==> src/rtl/i2s_audio_tx_pkg.sv <==
`default_nettype none
// ============================================================================
// Module      : i2s_audio_tx_pkg
// Description : Shared constants for the I2S audio transmit path: default
//               sample width, LRCK polarity, silence value and the clock
//               divider defaults for a 100 MHz system clock.
// Revision    : 1.0 - initial release
// ============================================================================
package i2s_audio_tx_pkg;

    // Default sample width per channel
    localparam int          c_DEFAULT_DW        = 16;

    // Word-select level that marks the left channel
    localparam logic        c_LRCK_LEFT         = 1'b0;

    // Value loaded into both channels while muted
    localparam logic [15:0] c_SILENCE_SAMPLE    = 16'h0000;

    // 100 MHz clk -> 25 MHz MCLK, SCK = MCLK/8, LRCK = MCLK/256
    localparam int          c_DEFAULT_MCLK_HALF = 2;
    localparam int          c_DEFAULT_SCK_HALF  = 16;

endpackage : i2s_audio_tx_pkg
`default_nettype wire

==> src/rtl/i2s_audio_tx_clk_div.sv <==
`default_nettype none
// ============================================================================
// Module      : audio_clk_div
// Description : Free-running dividers for the DAC master clock and serial bit
//               clock. Both counters leave reset together so every SCK edge
//               lines up with an MCLK edge. sck_fall is high for the single
//               clk cycle whose closing edge takes SCK from 1 to 0.
// Revision    : 1.0 - initial release
// ============================================================================
module audio_clk_div
    import i2s_audio_tx_pkg::*;
#(
    parameter int MCLK_HALF = c_DEFAULT_MCLK_HALF,
    parameter int SCK_HALF  = c_DEFAULT_SCK_HALF
) (
    input  logic clk,
    input  logic rst_n,
    output logic audio_mclk,
    output logic audio_sck,
    output logic sck_fall
);

    // +1 keeps the counter at least one bit wide when a half-period is 1 clk
    localparam int                c_MW       = $clog2(MCLK_HALF + 1);
    localparam int                c_SW       = $clog2(SCK_HALF + 1);
    localparam logic [c_MW-1:0]   c_MCLK_TC  = c_MW'(MCLK_HALF - 1);
    localparam logic [c_SW-1:0]   c_SCK_TC   = c_SW'(SCK_HALF - 1);

    logic [c_MW-1:0] r_mclk_cnt;
    logic [c_SW-1:0] r_sck_cnt;
    logic            r_mclk;
    logic            r_sck;

    // MCLK half-period counter; toggle MCLK at terminal count
    always_ff @(posedge clk or negedge rst_n) begin
        if (!rst_n) begin
            r_mclk_cnt <= '0;
            r_mclk     <= 1'b0;
        end else if (r_mclk_cnt == c_MCLK_TC) begin
            r_mclk_cnt <= '0;
            r_mclk     <= ~r_mclk;
        end else begin
            r_mclk_cnt <= r_mclk_cnt + c_MW'(1);
        end
    end

    // SCK half-period counter; toggle SCK at terminal count
    always_ff @(posedge clk or negedge rst_n) begin
        if (!rst_n) begin
            r_sck_cnt <= '0;
            r_sck     <= 1'b0;
        end else if (r_sck_cnt == c_SCK_TC) begin
            r_sck_cnt <= '0;
            r_sck     <= ~r_sck;
        end else begin
            r_sck_cnt <= r_sck_cnt + c_SW'(1);
        end
    end

    assign audio_mclk = r_mclk;
    assign audio_sck  = r_sck;
    // Upcoming edge will drop SCK; consumers act on that same edge
    assign sck_fall   = r_sck && (r_sck_cnt == c_SCK_TC);

endmodule : audio_clk_div
`default_nettype wire

==> src/rtl/i2s_audio_tx.sv <==
`default_nettype none
// ============================================================================
// Module      : i2s_audio_tx
// Description : Standard I2S stereo transmitter. Latches a left/right pair at
//               the start of slot 1 and shifts it out MSB-first, one bit per
//               SCK falling edge, so slot 0 carries the previous right LSB.
// Revision    : 1.0 - initial release
// ============================================================================
module i2s_audio_tx
    import i2s_audio_tx_pkg::*;
#(
    parameter int DW        = c_DEFAULT_DW,
    parameter int MCLK_HALF = c_DEFAULT_MCLK_HALF,
    parameter int SCK_HALF  = c_DEFAULT_SCK_HALF
) (
    input  logic          clk,
    input  logic          rst_n,
    input  logic [DW-1:0] audio_left,
    input  logic [DW-1:0] audio_right,
    input  logic          mute,
    output logic          audio_mclk,
    output logic          audio_sck,
    output logic          audio_lrck,
    output logic          audio_sdin,
    output logic          sample_strobe
);

    localparam int              c_SLW         = $clog2(2 * DW);
    localparam logic [c_SLW-1:0] c_SLOT_LAST  = c_SLW'(2 * DW - 1);
    localparam logic [c_SLW-1:0] c_SLOT_LATCH = c_SLW'(1);
    localparam logic [c_SLW-1:0] c_SLOT_RIGHT = c_SLW'(DW);

    logic               w_sck_fall;
    logic [c_SLW-1:0]   w_slot_next;
    logic [c_SLW-1:0]   r_slot;
    logic [2*DW-1:0]    r_shift;
    logic               r_lrck;
    logic               r_strobe;

    audio_clk_div #(
        .MCLK_HALF (MCLK_HALF),
        .SCK_HALF  (SCK_HALF)
    ) u_clk_div (
        .clk        (clk),
        .rst_n      (rst_n),
        .audio_mclk (audio_mclk),
        .audio_sck  (audio_sck),
        .sck_fall   (w_sck_fall)
    );

    assign w_slot_next = (r_slot == c_SLOT_LAST) ? '0 : r_slot + c_SLW'(1);

    // Slot counter and word select, both advanced on SCK falling edges
    always_ff @(posedge clk or negedge rst_n) begin
        if (!rst_n) begin
            r_slot <= '0;
            r_lrck <= 1'b0;
        end else if (w_sck_fall) begin
            r_slot <= w_slot_next;
            r_lrck <= (w_slot_next >= c_SLOT_RIGHT) ? ~c_LRCK_LEFT : c_LRCK_LEFT;
        end
    end

    // Shift register: load the pair entering slot 1, otherwise shift left
    always_ff @(posedge clk or negedge rst_n) begin
        if (!rst_n) begin
            r_shift <= '0;
        end else if (w_sck_fall) begin
            if (w_slot_next == c_SLOT_LATCH) begin
                r_shift <= mute ? {2{DW'(c_SILENCE_SAMPLE)}} : {audio_left, audio_right};
            end else begin
                r_shift <= {r_shift[2*DW-2:0], 1'b0};
            end
        end
    end

    // One-clk strobe marking the latch of a new pair
    always_ff @(posedge clk or negedge rst_n) begin
        if (!rst_n) begin
            r_strobe <= 1'b0;
        end else begin
            r_strobe <= w_sck_fall && (w_slot_next == c_SLOT_LATCH);
        end
    end

    assign audio_lrck    = r_lrck;
    assign audio_sdin    = r_shift[2*DW-1];
    assign sample_strobe = r_strobe;

endmodule : i2s_audio_tx
`default_nettype wire

==> config.mk <==
export PLATFORM = sky130hd
export DESIGN_NAME = i2s_audio_tx
export DESIGN_NICKNAME = d
export VERILOG_FILES = /design/src/rtl/i2s_audio_tx_pkg.sv /design/src/rtl/i2s_audio_tx_clk_div.sv /design/src/rtl/i2s_audio_tx.sv
export SDC_FILE = /design/constraint.sdc
export NUM_CORES = 1
export LEC_CHECK = 0
export CORE_ASPECT_RATIO = 0.5
export CORE_MARGIN = 2
export CORE_UTILIZATION = 44
export DETAILED_ROUTE_END_ITERATION = 16
export HOLD_SLACK_MARGIN = 0.12
export PLACE_DENSITY_LB_ADDON = 0.1
export SLEW_MARGIN = 20
export SYNTH_ARGS = -nofsm -noshare
export SYNTH_HDL_FRONTEND = slang
export SYNTH_SLANG_ARGS = --single-unit
==> constraint.sdc <==
create_clock -name clk -period 2.95 [get_ports clk]
set_input_delay 0.885 -clock clk [delete_from_list [all_inputs] [get_ports clk]]
set_output_delay 0.885 -clock clk [all_outputs]
set_load 0.005 [all_outputs]
==> Flow_metrics.wiki, run 1 <==
{| class="wikitable"
! Metric !! Value
|-
| Outcome || finished, final reports clean
|-
| Complex-gate fraction of the synthesized area || 18.3%
|-
| Max-cap violations || 0
|-
| Number of distinct library cells after synthesis || 28
|-
| Remaining routing DRC violations || 0
|-
| Initial antenna violation count || 0
|-
| Number of routed nets with antenna violations || 0
|-
| Dpl cell area || 0.00251 sq mm
|-
| Final std cells w/o fill || 275
|-
| Number of global-route vias before repair || 1586
|-
| Overflow left after global routing || 0
|-
| Worst Path Required || 3.13 ns
|-
| Slowest cell on the critical path || sky130_fd_sc_hd__dfrtp_1
|-
| Max VDD drop || 0.000229 V
|-
| CP top delay family || simple AND/OR/NAND/NOR gates
|-
| Startpoint kind of the worst setup timing path || flop
|-
| Cell types with the largest area share after synthesis || sky130_fd_sc_hd__dfrtp_1 56%, sky130_fd_sc_hd__a221o_1 14%, sky130_fd_sc_hd__and2_1 9.3%
|-
| Die Height || 52.7 um
|-
| Row Count || 17
|-
| Length of the first detailed-routing pass in iterations || 4
|-
| Tot GR Track Use || 17.8%
|-
| Post-cts hold buffer count || 0
|-
| Share of post-route cells with drive strength above 1 || 8.61%
|-
| # H-tree levels || 2
|-
| Worst Tran Pin Value || 0.411 ns
|-
| Area share of the leading cell type in the synthesized netlist || 56.3%
|-
| Final hold violations || 0
|-
| Endpoint class of the critical path || flop
|-
| Synth Area in Simple Gates || 15.0%
|-
| Maximum clock frequency || 403 MHz
|-
| Commonest cells after routing, fill and taps aside || 47 x sky130_fd_sc_hd__dfrtp_1, 38 x sky130_fd_sc_hd__clkdlybuf4s50_1, 31 x sky130_fd_sc_hd__and2_1, 30 x sky130_fd_sc_hd__a221o_1, 7 x sky130_fd_sc_hd__clkbuf_8
|-
| Final Max Tran Viols || 0
|-
| Data arrival time of the worst path || 2.66 ns
|-
| Area share of xor/xnor cells in the synthesized design || 1.26%
|-
| Path class of the lowest-slack min-delay path || reg -> reg
|-
| HPWL after detailed placement || 2.69 mm
|-
| Synth area leader || sky130_fd_sc_hd__dfrtp_1
|-
| Final period util || 84.1%
|-
| Die footprint || 0.00535 sq mm
|-
| Pin count of the biggest net entering global routing || 33
|-
| Input/output buffers || 39
|-
| Placeable core region || 0.00449 sq mm
|-
| Initial detailed-routing violation count || 31
|-
| Post-CTS sizing || 0
|-
| Total routed wirelength || 4.02 mm
|-
| Number of register bits inferred by synthesis || 47
|-
| Vias || 1424
|-
| Summed area of non-filler cells in the final layout || 0.00261 sq mm
|-
| Global-route wire length before repair || 7.13 mm
|-
| Setup violations, final || 0
|-
| Post-layout utilization of the core || 58.2%
|-
| Detailed-route vias per instance || 5.18
|-
| Clock slew at the register clock pins of the worst setup and hold paths || 0.08 ns
|-
| Synthesized area per cell || 12.4 sq um
|-
| Slew margin rel. || 72.6%
|-
| Count of buffers added by post-CTS timing repair for setup || 0
|-
| Final clock skew || 0.00350 ns
|-
| Post-synthesis net count || 208
|-
| Accumulated negative setup slack || 0 ns
|-
| Chain of cells forming the critical path || ha_1 -> and3_1 -> ha_1 -> and2b_2 -> and4b_1 -> and3_1 -> buf_4 -> a221o_2
|-
| Area grow syn2layout || 25.2%
|-
| Number of buffer and inverter instances along the worst setup path || 1
|-
| RSZ-0062 raised after global routing || no
|-
| TritonCTS clock tree || built
|-
| Buffer type at the clock tree root || sky130_fd_sc_hd__clkbuf_8
|-
| Worst-path fanout max || 31
|-
| Total inserted antenna cells || 0
|-
| Final worst path period need || 2.48 ns
|-
| Die boundary width || 101 um
|-
| Main combinational cell family by area after synthesis || compound AO/OA/AOI/OAI gates
|-
| Number of nets at the end of the flow || 247
|-
| Clock Sink Count || 47
|-
| Synthesized instance count || 169
|-
| Cell count after placement || 267
|-
| Clock buffer count from CTS || 5
|-
| Last weighted congestion value of the routability-driven placer || 0.829
|-
| Biggest cell delay along the critical path || 0.42 ns
|-
| Adder-cell area share of the yosys netlist || 2.40%
|-
| Starting Density || 46.5%
|-
| Worst-skew pair later-pin latency || 0.29 ns
|-
| Number of synthesis warnings || 0
|-
| Power density relative to cell area || 455 mW/mm^2
|-
| Netlist Area Pre-Place || 0.00209 sq mm
|-
| Leading cell type in the layout, fill and taps excluded || sky130_fd_sc_hd__dfrtp_1
|-
| Post-route worst hold slack || 0.447 ns
|-
| Ports || 40
|-
| Start-to-end type of the worst setup path || reg -> reg
|-
| Maximum clock path buffer count || 2
|-
| Slack of the worst reg-to-reg path || 0.47 ns
|-
| Routed wirelength normalized by instance count || 14.6 um
|-
| Seq/Total Area, Yosys || 56.3%
|-
| Proportion of synthesized area in mux cells || 1.56%
|-
| Leakage || 0.00119 uW
|}
## stage by stage
stage / setup slack, ns / power (uW)
after floorplan: 0.629 / 719
final: 0.469 / 1190
after global routing: 0.346 / 1250
after CTS: 0.466 / 1210
after detailed placement: 0.463 / 789
after global placement: 0.477 / 788
## kinds of logic after synthesis
logic type,Yosys count
AO/OA/AOI/OAI,42
AND/OR/NAND/NOR,52
adder cells (fa/ha/maj),4
XOR/XNOR,3
buffers and inverters,18
multiplexers,3
flip-flops,47
## state kept, by name, indices dropped and copies added, names as in the netlist
name / count
r_slot: 5
u_clk_div.audio_mclk: 1
sample_strobe: 1
u_clk_div.r_sck_cnt: 5
r_shift: 32
u_clk_div.r_mclk_cnt: 2
u_clk_div.audio_sck: 1
## report_power, final
| group | switching, uW | internal, uW | total, uW |
|---|---|---|---|
| registers | 11.4 | 666 | 677 |
| clock network | 201 | 214 | 415 |
| logic | 31.5 | 66.6 | 98.1 |
## Yosys cell counts
master,n
sky130_fd_sc_hd__nand3_1,3
sky130_fd_sc_hd__xor2_1,2
sky130_fd_sc_hd__buf_2,3
sky130_fd_sc_hd__nor3_1,1
sky130_fd_sc_hd__and2_1,31
sky130_fd_sc_hd__a21o_1,1
sky130_fd_sc_hd__a31oi_1,3
sky130_fd_sc_hd__nand2_1,4
sky130_fd_sc_hd__inv_1,6
sky130_fd_sc_hd__a22oi_1,1
sky130_fd_sc_hd__a221o_2,1
sky130_fd_sc_hd__ha_1,4
sky130_fd_sc_hd__and3_1,2
sky130_fd_sc_hd__nor2b_1,4
sky130_fd_sc_hd__clkbuf_1,4
sky130_fd_sc_hd__mux2i_1,1
sky130_fd_sc_hd__mux2_2,2
sky130_fd_sc_hd__xnor2_1,1
sky130_fd_sc_hd__and4b_1,2
sky130_fd_sc_hd__o21bai_1,1
sky130_fd_sc_hd__nand2b_1,1
sky130_fd_sc_hd__a221o_1,30
sky130_fd_sc_hd__o21ai_0,4
sky130_fd_sc_hd__and2b_2,1
sky130_fd_sc_hd__dfrtp_1,47
sky130_fd_sc_hd__buf_6,5
sky130_fd_sc_hd__nor2_1,3
sky130_fd_sc_hd__o41ai_1,1
## path summary, 6_finish.rpt
path / from / end / cells after the start
min reg2reg: u_clk_div.r_mclk_cnt[0]$_DFF_PN0_ / u_clk_div.r_mclk_cnt[0]$_DFF_PN0_ / 1
max: r_slot[0]$_DFFE_PN0P_ / r_shift[26]$_DFFE_PN0P_ / 8
max reg2reg: r_slot[0]$_DFFE_PN0P_ / r_shift[26]$_DFFE_PN0P_ / 8
min in group asynchronous: rst_n / r_shift[1]$_DFFE_PN0P_ / 1
max in group asynchronous: rst_n / r_shift[31]$_DFFE_PN0P_ / 2
min: u_clk_div.r_mclk_cnt[0]$_DFF_PN0_ / u_clk_div.r_mclk_cnt[0]$_DFF_PN0_ / 1
## layer usage
layer	share of wire [%]	track usage [%]	wire length, um
met1	50	22.6	1990
met2	46	29.9	1840
met5	0	0	0
met3	4.3	5.47	173
met4	0.25	5.18	10
## final cells by class
cell class / instances / area [sq um]
Clock buffer: 8 / 100
Fill cell: 395 / 1870
Inverter: 6 / 22.5
Multi-Input combinational cell: 104 / 810
Sequential cell: 47 / 1180
Tap cell: 66 / 82.6
Timing Repair Buffer: 44 / 423
## worst reg2reg max path: stages (launching register included)
cell and delay (ns):
sky130_fd_sc_hd__dfrtp_1 0.42, sky130_fd_sc_hd__ha_1 0.24, sky130_fd_sc_hd__and3_1 0.19, sky130_fd_sc_hd__ha_1 0.28, sky130_fd_sc_hd__and2b_2 0.23, sky130_fd_sc_hd__and4b_1 0.20, sky130_fd_sc_hd__and3_1 0.17, sky130_fd_sc_hd__buf_4 0.23
sky130_fd_sc_hd__a221o_2 0.43
Power figures use the tool's default switching activity.
==> inputs of run 2 (changes only) <==
Clock period 2.95 ns to 2.4 ns, I/O delays scaled along.
==> run 2 against run 1 <==
Effect of this change:
- clock skew rose by 0.0072 ns
- sequential power rose by 23%
- critical path depth did not move
- hold slack got worse by 0.17 ns
- power rose by 25%
- flip-flop and latch count did not move
- routed wire length rose by 3.5%
- count of clock-buffer cells in the layout fell by 1
- core utilization rose by 1.6 points
- clock power rose by 28%
- die area did not move
- via count rose by 4.7%
- critical path type unchanged
==> Flow_metrics.wiki, run 2 (synthesis gave the netlist of run 1 again) <==
{| class="wikitable"
! Metric !! Value
|-
| Outcome || finished, final reports clean (unchanged)
|-
| Global-route wire length before repair || 6.93 mm (was 7.13 mm)
|-
| Path class of the lowest-slack min-delay path || in -> async (was reg -> reg)
|-
| Worst-skew pair later-pin latency || 0.30 ns (was 0.29 ns)
|-
| Length of the first detailed-routing pass in iterations || 4 (unchanged)
|-
| Vias || 1491 (was 1424)
|-
| Dpl cell area || 0.00255 sq mm (was 0.00251 sq mm)
|-
| Count of filler cells inserted in the layout || 355 (was 395)
|-
| Worst Path Required || 2.58 ns (was 3.13 ns)
|-
| Die footprint || 0.00535 sq mm (unchanged)
|-
| Share of post-route cells with drive strength above 1 || 11.7% (was 8.61%)
|-
| Max reg flops || 32 (unchanged)
|-
| Die boundary width || 101 um (unchanged)
|-
| Total power after layout || 1480 uW (was 1190 uW)
|-
| Detailed-route vias per instance || 5.34 (was 5.18)
|-
| Worst setup path startpoint || r_slot[1]$_DFFE_PN0P_ (was r_slot[0]$_DFFE_PN0P_)
|-
| Row Count || 17 (unchanged)
|-
| HPWL after detailed placement || 2.78 mm (was 2.69 mm)
|-
| Regs by FF count || r_shift x32, r_slot x5, u_clk_div.r_sck_cnt x5 (unchanged)
|-
| Ports || 40 (unchanged)
|-
| Area grow syn2layout || 28.6% (was 25.2%)
|-
| Startpoint kind of the worst setup timing path || flop (unchanged)
|-
| Endpoint class of the critical path || flop (unchanged)
|-
| Worst Tran Pin Value || 0.369 ns (was 0.411 ns)
|-
| Post-layout utilization of the core || 59.8% (was 58.2%)
|-
| Initial antenna violation count || 0 (unchanged)
|-
| Final period util || 97.3% (was 84.1%)
|-
| Post-cts hold buffer count || 0 (unchanged)
|-
| Leakage || 0.00121 uW (was 0.00119 uW)
|-
| Commonest cells after routing, fill and taps aside || 47 x sky130_fd_sc_hd__dfrtp_1, 38 x sky130_fd_sc_hd__clkdlybuf4s50_1, 31 x sky130_fd_sc_hd__and2_1, 30 x sky130_fd_sc_hd__a221o_1 (was 47 x sky130_fd_sc_hd__dfrtp_1, 38 x sky130_fd_sc_hd__clkdlybuf4s50_1, 31 x sky130_fd_sc_hd__and2_1, 30 x sky130_fd_sc_hd__a221o_1, 7 x sky130_fd_sc_hd__clkbuf_8)
|-
| Routed wirelength normalized by instance count || 14.9 um (was 14.6 um)
|-
| Overflow left after global routing || 0 (unchanged)
|-
| Number of global-route vias before repair || 1494 (was 1586)
|-
| Tot GR Track Use || 17.4% (was 17.8%)
|-
| Slew margin rel. || 74.7% (was 72.6%)
|-
| Number of nets at the end of the flow || 251 (was 247)
|-
| Leading cell type in the layout, fill and taps excluded || sky130_fd_sc_hd__dfrtp_1 (unchanged)
|-
| Buffer type at the clock tree root || sky130_fd_sc_hd__clkbuf_8 (unchanged)
|-
| Worst-path fanout max || 16 (was 31)
|-
| Number of routed nets with antenna violations || 0 (unchanged)
|-
| Starting Density || 46.5% (unchanged)
|-
| Pin count of the biggest net entering global routing || 32 (was 33)
|-
| Max VDD drop || 0.000257 V (was 0.000229 V)
|-
| Data arrival time of the worst path || 2.52 ns (was 2.66 ns)
|-
| Input/output buffers || 39 (unchanged)
|-
| Clock buffer count from CTS || 5 (unchanged)
|-
| Total inserted antenna cells || 0 (unchanged)
|-
| Last weighted congestion value of the routability-driven placer || 0.750 (was 0.829)
|-
| Worst setup path endpoint || r_shift[26]$_DFFE_PN0P_ (unchanged)
|-
| Total routed wirelength || 4.16 mm (was 4.02 mm)
|-
| Remaining routing DRC violations || 0 (unchanged)
|-
| Reg-to-reg endpoint || r_shift[26]$_DFFE_PN0P_ (unchanged)
|-
| Start-to-end type of the worst setup path || reg -> reg (unchanged)
|-
| # H-tree levels || 2 (unchanged)
|-
| Register with the most flip-flops || r_shift (unchanged)
|-
| Initial detailed-routing violation count || 79 (was 31)
|-
| Worst R2R Start || r_slot[1]$_DFFE_PN0P_ (was r_slot[0]$_DFFE_PN0P_)
|-
| Maximum clock frequency || 428 MHz (was 403 MHz)
|-
| Die Height || 52.7 um (unchanged)
|-
| Summed area of non-filler cells in the final layout || 0.00269 sq mm (was 0.00261 sq mm)
|-
| Final clock skew || 0.0107 ns (was 0.00350 ns)
|-
| Max-cap violations || 0 (unchanged)
|-
| Final Max Tran Viols || 0 (unchanged)
|-
| Final worst path period need || 2.33 ns (was 2.48 ns)
|-
| Setup violations, final || 0 (unchanged)
|-
| Clock Sink Count || 47 (unchanged)
|-
| Final hold violations || 0 (unchanged)
|-
| Clock slew at the register clock pins of the worst setup and hold paths || 0.09 ns (was 0.08 ns)
|-
| Maximum clock path buffer count || 2 (unchanged)
|-
| Worst Reg-to-Reg Cells || 8 (unchanged)
|-
| Power density relative to cell area || 553 mW/mm^2 (was 455 mW/mm^2)
|-
| TritonCTS clock tree || built (unchanged)
|-
| Placeable core region || 0.00449 sq mm (unchanged)
|-
| Slack of the worst reg-to-reg path || 0.07 ns (was 0.47 ns)
|}
-- run 2: how the worst min path moves through the flow --
stage / from / to / slack (ns) / cells after the start
final: rst_n / r_shift[28]$_DFFE_PN0P_ / 0.27 / 1
after global routing: rst_n / r_shift[28]$_DFFE_PN0P_ / 0.28 / 1
after CTS: rst_n / r_shift[28]$_DFFE_PN0P_ / 0.28 / 1
after detailed placement: u_clk_div.r_mclk_cnt[0]$_DFF_PN0_ / u_clk_div.r_mclk_cnt[0]$_DFF_PN0_ / 0.44 / 1
after global placement: u_clk_div.r_mclk_cnt[0]$_DFF_PN0_ / u_clk_div.r_mclk_cnt[0]$_DFF_PN0_ / 0.43 / 1
after floorplan: rst_n / r_shift[0]$_DFFE_PN0P_ / 0.42 / 0
-- run 2: critical path: stages, from the launching register on --
cell	delay [ns]
sky130_fd_sc_hd__dfrtp_1	0.41
sky130_fd_sc_hd__ha_2	0.19
sky130_fd_sc_hd__and3_1	0.18
sky130_fd_sc_hd__ha_1	0.28
sky130_fd_sc_hd__and2b_2	0.23
sky130_fd_sc_hd__and4b_1	0.20
sky130_fd_sc_hd__and3_4	0.20
sky130_fd_sc_hd__buf_12	0.15
sky130_fd_sc_hd__a221o_2	0.38
-- run 2: per-layer routing --
| layer | track usage [%] | share of wire [%] | vias to the layer above |
|---|---|---|---|
| met2 | 27.2 | 44 | 33 |
| met1 | 23.6 | 50 | 745 |
| met5 | 0 | 0 | - |
| met4 | 4.73 | 0.77 | 0 |
| li1 | - | - | 709 |
| met3 | 5.60 | 5.1 | 4 |
-- run 2: area by class of cell --
| class | instances | area, sq um | share of cell area (%) |
|---|---|---|---|
| flip-flops and latches | 47 | 1180 | 43.8 |
| clock buffers | 7 | 96.3 | 3.59 |
| multi-input cells | 104 | 817 | 30.4 |
| repair buffers | 48 | 483 | 18.0 |
| clock inverters | 1 | 7.51 | 0.280 |
| inverters | 6 | 22.5 | 0.839 |
| well taps | 66 | 82.6 | 3.08 |
-- run 2: metrics by stage --
step	setup TNS [ns]	hold WS (ns)	worst slack, ns	instances
2_1_floorplan	0	0.417	0.0795	169
3_3_place_gp	0	0.429	0.0699	270
3_5_place_dp	0	0.440	0.0260	270
4_1_cts	0	0.276	0.0115	278
5_1_grt	-0.00859	0.280	-0.00859	279
6_report	0	0.272	0.0657	279
-- run 2: repair_timing --
| item | in CTS | in global routing |
|---|---|---|
| gates resized for setup | 0 | 3 |
| endpoints found under the hold margin | 0 | 0 |
| endpoints found under the setup margin | 0 | 30 |
| setup buffers | 0 | 0 |
-- run 2: power by group --
part	internal [uW]	leakage (uW)	switching, uW
logic	81.8	0.000557	38.5
registers	818	0.000603	14.5
clock network	262	0.0000505	268
==> inputs of run 3 (changes only) <==
Settings changed: CTS_BUF_LIST set to sky130_fd_sc_hd__clkbuf_4.
==> run 3 against run 2 <==
Effect of this change:
- core utilization decreased by 0.92 points
- final cell count increased by 0.72%
- hold slack got worse by 0.086 ns
- die area unchanged
==> Flow_metrics.wiki, run 3 (synthesis gave the netlist of run 1 again) <==
{| class="wikitable"
! Metric !! Value
|-
| Outcome || finished, final reports clean (unchanged)
|-
| Final worst path period need || 2.35 ns (was 2.33 ns)
|-
| RSZ-0062 raised after global routing || no
|-
| Final period util || 97.9% (was 97.3%)
|-
| Placeable core region || 0.00449 sq mm (unchanged)
|-
| Clock slew at the register clock pins of the worst setup and hold paths || 0.15 ns (was 0.09 ns)
|-
| Detailed-route vias per instance || 5.31 (was 5.34)
|-
| Area grow syn2layout || 26.6% (was 28.6%)
|-
| Flop pwr share || 63.1% (was 56.1%)
|-
| Slew margin rel. || 72.2% (was 74.7%)
|-
| Max-cap violations || 0 (unchanged)
|-
| Remaining routing DRC violations || 0 (unchanged)
|-
| Number of global-route vias before repair || 1502 (was 1494)
|-
| Logic gate share of total power || 9.1% (was 8.1%)
|-
| Combined flip-flop and latch cell area || 0.00118 sq mm (unchanged)
|-
| Initial antenna violation count || 0 (unchanged)
|-
| Ports || 40 (unchanged)
|-
| Input/output buffers || 39 (unchanged)
|-
| Worst R2R Start || r_slot[1]$_DFFE_PN0P_ (unchanged)
|-
| Buffer type at the clock tree root || sky130_fd_sc_hd__clkbuf_4 (was sky130_fd_sc_hd__clkbuf_8)
|-
| Leading cell type in the layout, fill and taps excluded || sky130_fd_sc_hd__dfrtp_1 (unchanged)
|-
| Die Height || 52.7 um (unchanged)
|-
| Overflow left after global routing || 0 (unchanged)
|-
| Tot GR Track Use || 17.5% (was 17.4%)
|-
| Accumulated negative setup slack || 0 ns (unchanged)
|-
| Data arrival time of the worst path || 2.61 ns (was 2.52 ns)
|-
| Pin count of the biggest net entering global routing || 32 (unchanged)
|-
| Final Max Tran Viols || 0 (unchanged)
|-
| Routed wirelength normalized by instance count || 15.1 um (was 14.9 um)
|-
| Slack of the worst reg-to-reg path || 0.05 ns (was 0.07 ns)
|-
| Worst-skew pair later-pin latency || 0.38 ns (was 0.30 ns)
|-
| Die footprint || 0.00535 sq mm (unchanged)
|-
| Max VDD drop || 0.000225 V (was 0.000257 V)
|-
| Power density relative to cell area || 500 mW/mm^2 (was 553 mW/mm^2)
|-
| NetSw || 312 uW (was 321 uW)
|-
| Share of post-route cells with drive strength above 1 || 11.2% (was 11.7%)
|-
| Worst Path Required || 2.66 ns (was 2.58 ns)
|-
| Worst Tran Pin Value || 0.406 ns (was 0.369 ns)
|-
| Reg-to-reg endpoint || r_shift[26]$_DFFE_PN0P_ (unchanged)
|-
| Start-to-end type of the worst setup path || reg -> reg (unchanged)
|-
| Fraction of power spent switching nets || 23.6% (was 21.6%)
|-
| Clock buffer count from CTS || 5 (unchanged)
|-
| Maximum clock frequency || 426 MHz (was 428 MHz)
|-
| Final hold violations || 0 (unchanged)
|-
| Clock group share of total power || 27.8% (was 35.8%)
|-
| Global-route wire length before repair || 6.94 mm (was 6.93 mm)
|-
| Path class of the lowest-slack min-delay path || in -> async (unchanged)
|-
| Clock Sink Count || 47 (unchanged)
|-
| Maximum clock path buffer count || 2 (unchanged)
|-
| Internal power || 1010 uW (was 1160 uW)
|-
| Commonest cells after routing, fill and taps aside || 47 x sky130_fd_sc_hd__dfrtp_1, 38 x sky130_fd_sc_hd__clkdlybuf4s50_1, 31 x sky130_fd_sc_hd__and2_1, 30 x sky130_fd_sc_hd__a221o_1, 8 x sky130_fd_sc_hd__buf_4 (was 47 x sky130_fd_sc_hd__dfrtp_1, 38 x sky130_fd_sc_hd__clkdlybuf4s50_1, 31 x sky130_fd_sc_hd__and2_1, 30 x sky130_fd_sc_hd__a221o_1)
|-
| Number of routed nets with antenna violations || 0 (unchanged)
|-
| Max reg flops || 32 (unchanged)
|-
| Vias || 1492 (was 1491)
|-
| Total routed wirelength || 4.24 mm (was 4.16 mm)
|-
| Length of the first detailed-routing pass in iterations || 4 (unchanged)
|-
| TritonCTS clock tree || built (unchanged)
|-
| Regs by FF count || r_shift x32, r_slot x5, u_clk_div.r_sck_cnt x5 (unchanged)
|-
| Worst Reg-to-Reg Cells || 8 (unchanged)
|-
| Row Count || 17 (unchanged)
|-
| Register with the most flip-flops || r_shift (unchanged)
|-
| Post-layout utilization of the core || 58.9% (was 59.8%)
|-
| Setup violations, final || 0 (unchanged)
|-
| Initial detailed-routing violation count || 73 (was 79)
|-
| Die boundary width || 101 um (unchanged)
|-
| Post-cts hold buffer count || 0 (unchanged)
|-
| Area of combinational cells with multiple inputs || 817 sq um (unchanged)
|-
| Final clock skew || 0.0144 ns (was 0.0107 ns)
|-
| Last weighted congestion value of the routability-driven placer || 0.750 (unchanged)
|-
| Count of filler cells inserted in the layout || 369 (was 355)
|-
| Endpoint class of the critical path || flop (unchanged)
|-
| Leakage || 0.00119 uW (was 0.00121 uW)
|-
| Startpoint kind of the worst setup timing path || flop (unchanged)
|-
| Starting Density || 46.5% (unchanged)
|-
| HPWL after detailed placement || 2.78 mm (unchanged)
|-
| Worst-path fanout max || 16 (unchanged)
|-
| Number of nets at the end of the flow || 252 (was 251)
|-
| # H-tree levels || 2 (unchanged)
|}
## run 3: through the flow
step / instances / area (sq um) / hold WS (ns) / worst slack [ns] / total power, uW
after floorplan: 169 / 2090 / 0.417 / 0.0795 / 884
after global placement: 270 / 2550 / 0.429 / 0.0699 / 969
after detailed placement: 270 / 2550 / 0.440 / 0.0260 / 971
after CTS: 278 / 2600 / 0.189 / 0.00534 / 1330
after global routing: 280 / 2640 / 0.184 / 0.00183 / 1390
final: 281 / 2640 / 0.186 / 0.0510 / 1320
## run 3: layer usage
| layer | GRT usage [%] | share of wire, % | up-vias |
|---|---|---|---|
| met1 | 23.4 | 50 | 745 |
| li1 | - | - | 719 |
| met4 | 4.73 | 0.85 | 0 |
| met5 | 0 | 0 | - |
| met3 | 5.60 | 4.3 | 4 |
| met2 | 27.6 | 44 | 24 |
## run 3: power by group through the flow
stage | registers [uW] | logic (uW) | clock network, uW
2_1_floorplan | 843 | 40.6 | 0
6_report | 834 | 120 | 367
3_3_place_gp | 848 | 121 | 0
5_1_grt | 837 | 133 | 418
3_5_place_dp | 848 | 123 | 0
4_1_cts | 834 | 123 | 378
## run 3: cell type report
type                       count  area share (%)
clock buffer                   5            1.42
multi-input combinational    104            30.9
inverter                       6           0.852
timing repair buffer          49            18.6
sequential                    47            44.5
clock inverter                 3           0.568
tap                           66            3.12
antenna                        1          0.0947
## run 3: how the worst max path moves through the flow
| stage | cells after the start | start | to | slack [ns] |
|---|---|---|---|---|
| final | 8 | r_slot[1]$_DFFE_PN0P_ | r_shift[26]$_DFFE_PN0P_ | 0.05 |
| after global placement | 8 | r_slot[1]$_DFFE_PN0P_ | r_shift[26]$_DFFE_PN0P_ | 0.07 |
| after global routing | 8 | r_slot[1]$_DFFE_PN0P_ | r_shift[26]$_DFFE_PN0P_ | 0.002 |
| after detailed placement | 8 | r_slot[1]$_DFFE_PN0P_ | r_shift[26]$_DFFE_PN0P_ | 0.03 |
| after CTS | 8 | r_slot[1]$_DFFE_PN0P_ | r_shift[26]$_DFFE_PN0P_ | 0.005 |
| after floorplan | 9 | r_slot[0]$_DFFE_PN0P_ | r_shift[1]$_DFFE_PN0P_ | 0.08 |
## run 3: worst max-delay path: stages (launching register included)
cell	delay [ns]
sky130_fd_sc_hd__dfrtp_1	0.43
sky130_fd_sc_hd__ha_2	0.19
sky130_fd_sc_hd__and3_1	0.18
sky130_fd_sc_hd__ha_1	0.28
sky130_fd_sc_hd__and2b_2	0.21
sky130_fd_sc_hd__and4b_1	0.21
sky130_fd_sc_hd__and3_4	0.21
sky130_fd_sc_hd__buf_12	0.15
sky130_fd_sc_hd__a221o_2	0.38
## run 3: repair_timing
item                       in CTS  in global routing
setup buffers                   0                  1
resized for setup               0                  3
setup endpoints to repair       0                 29
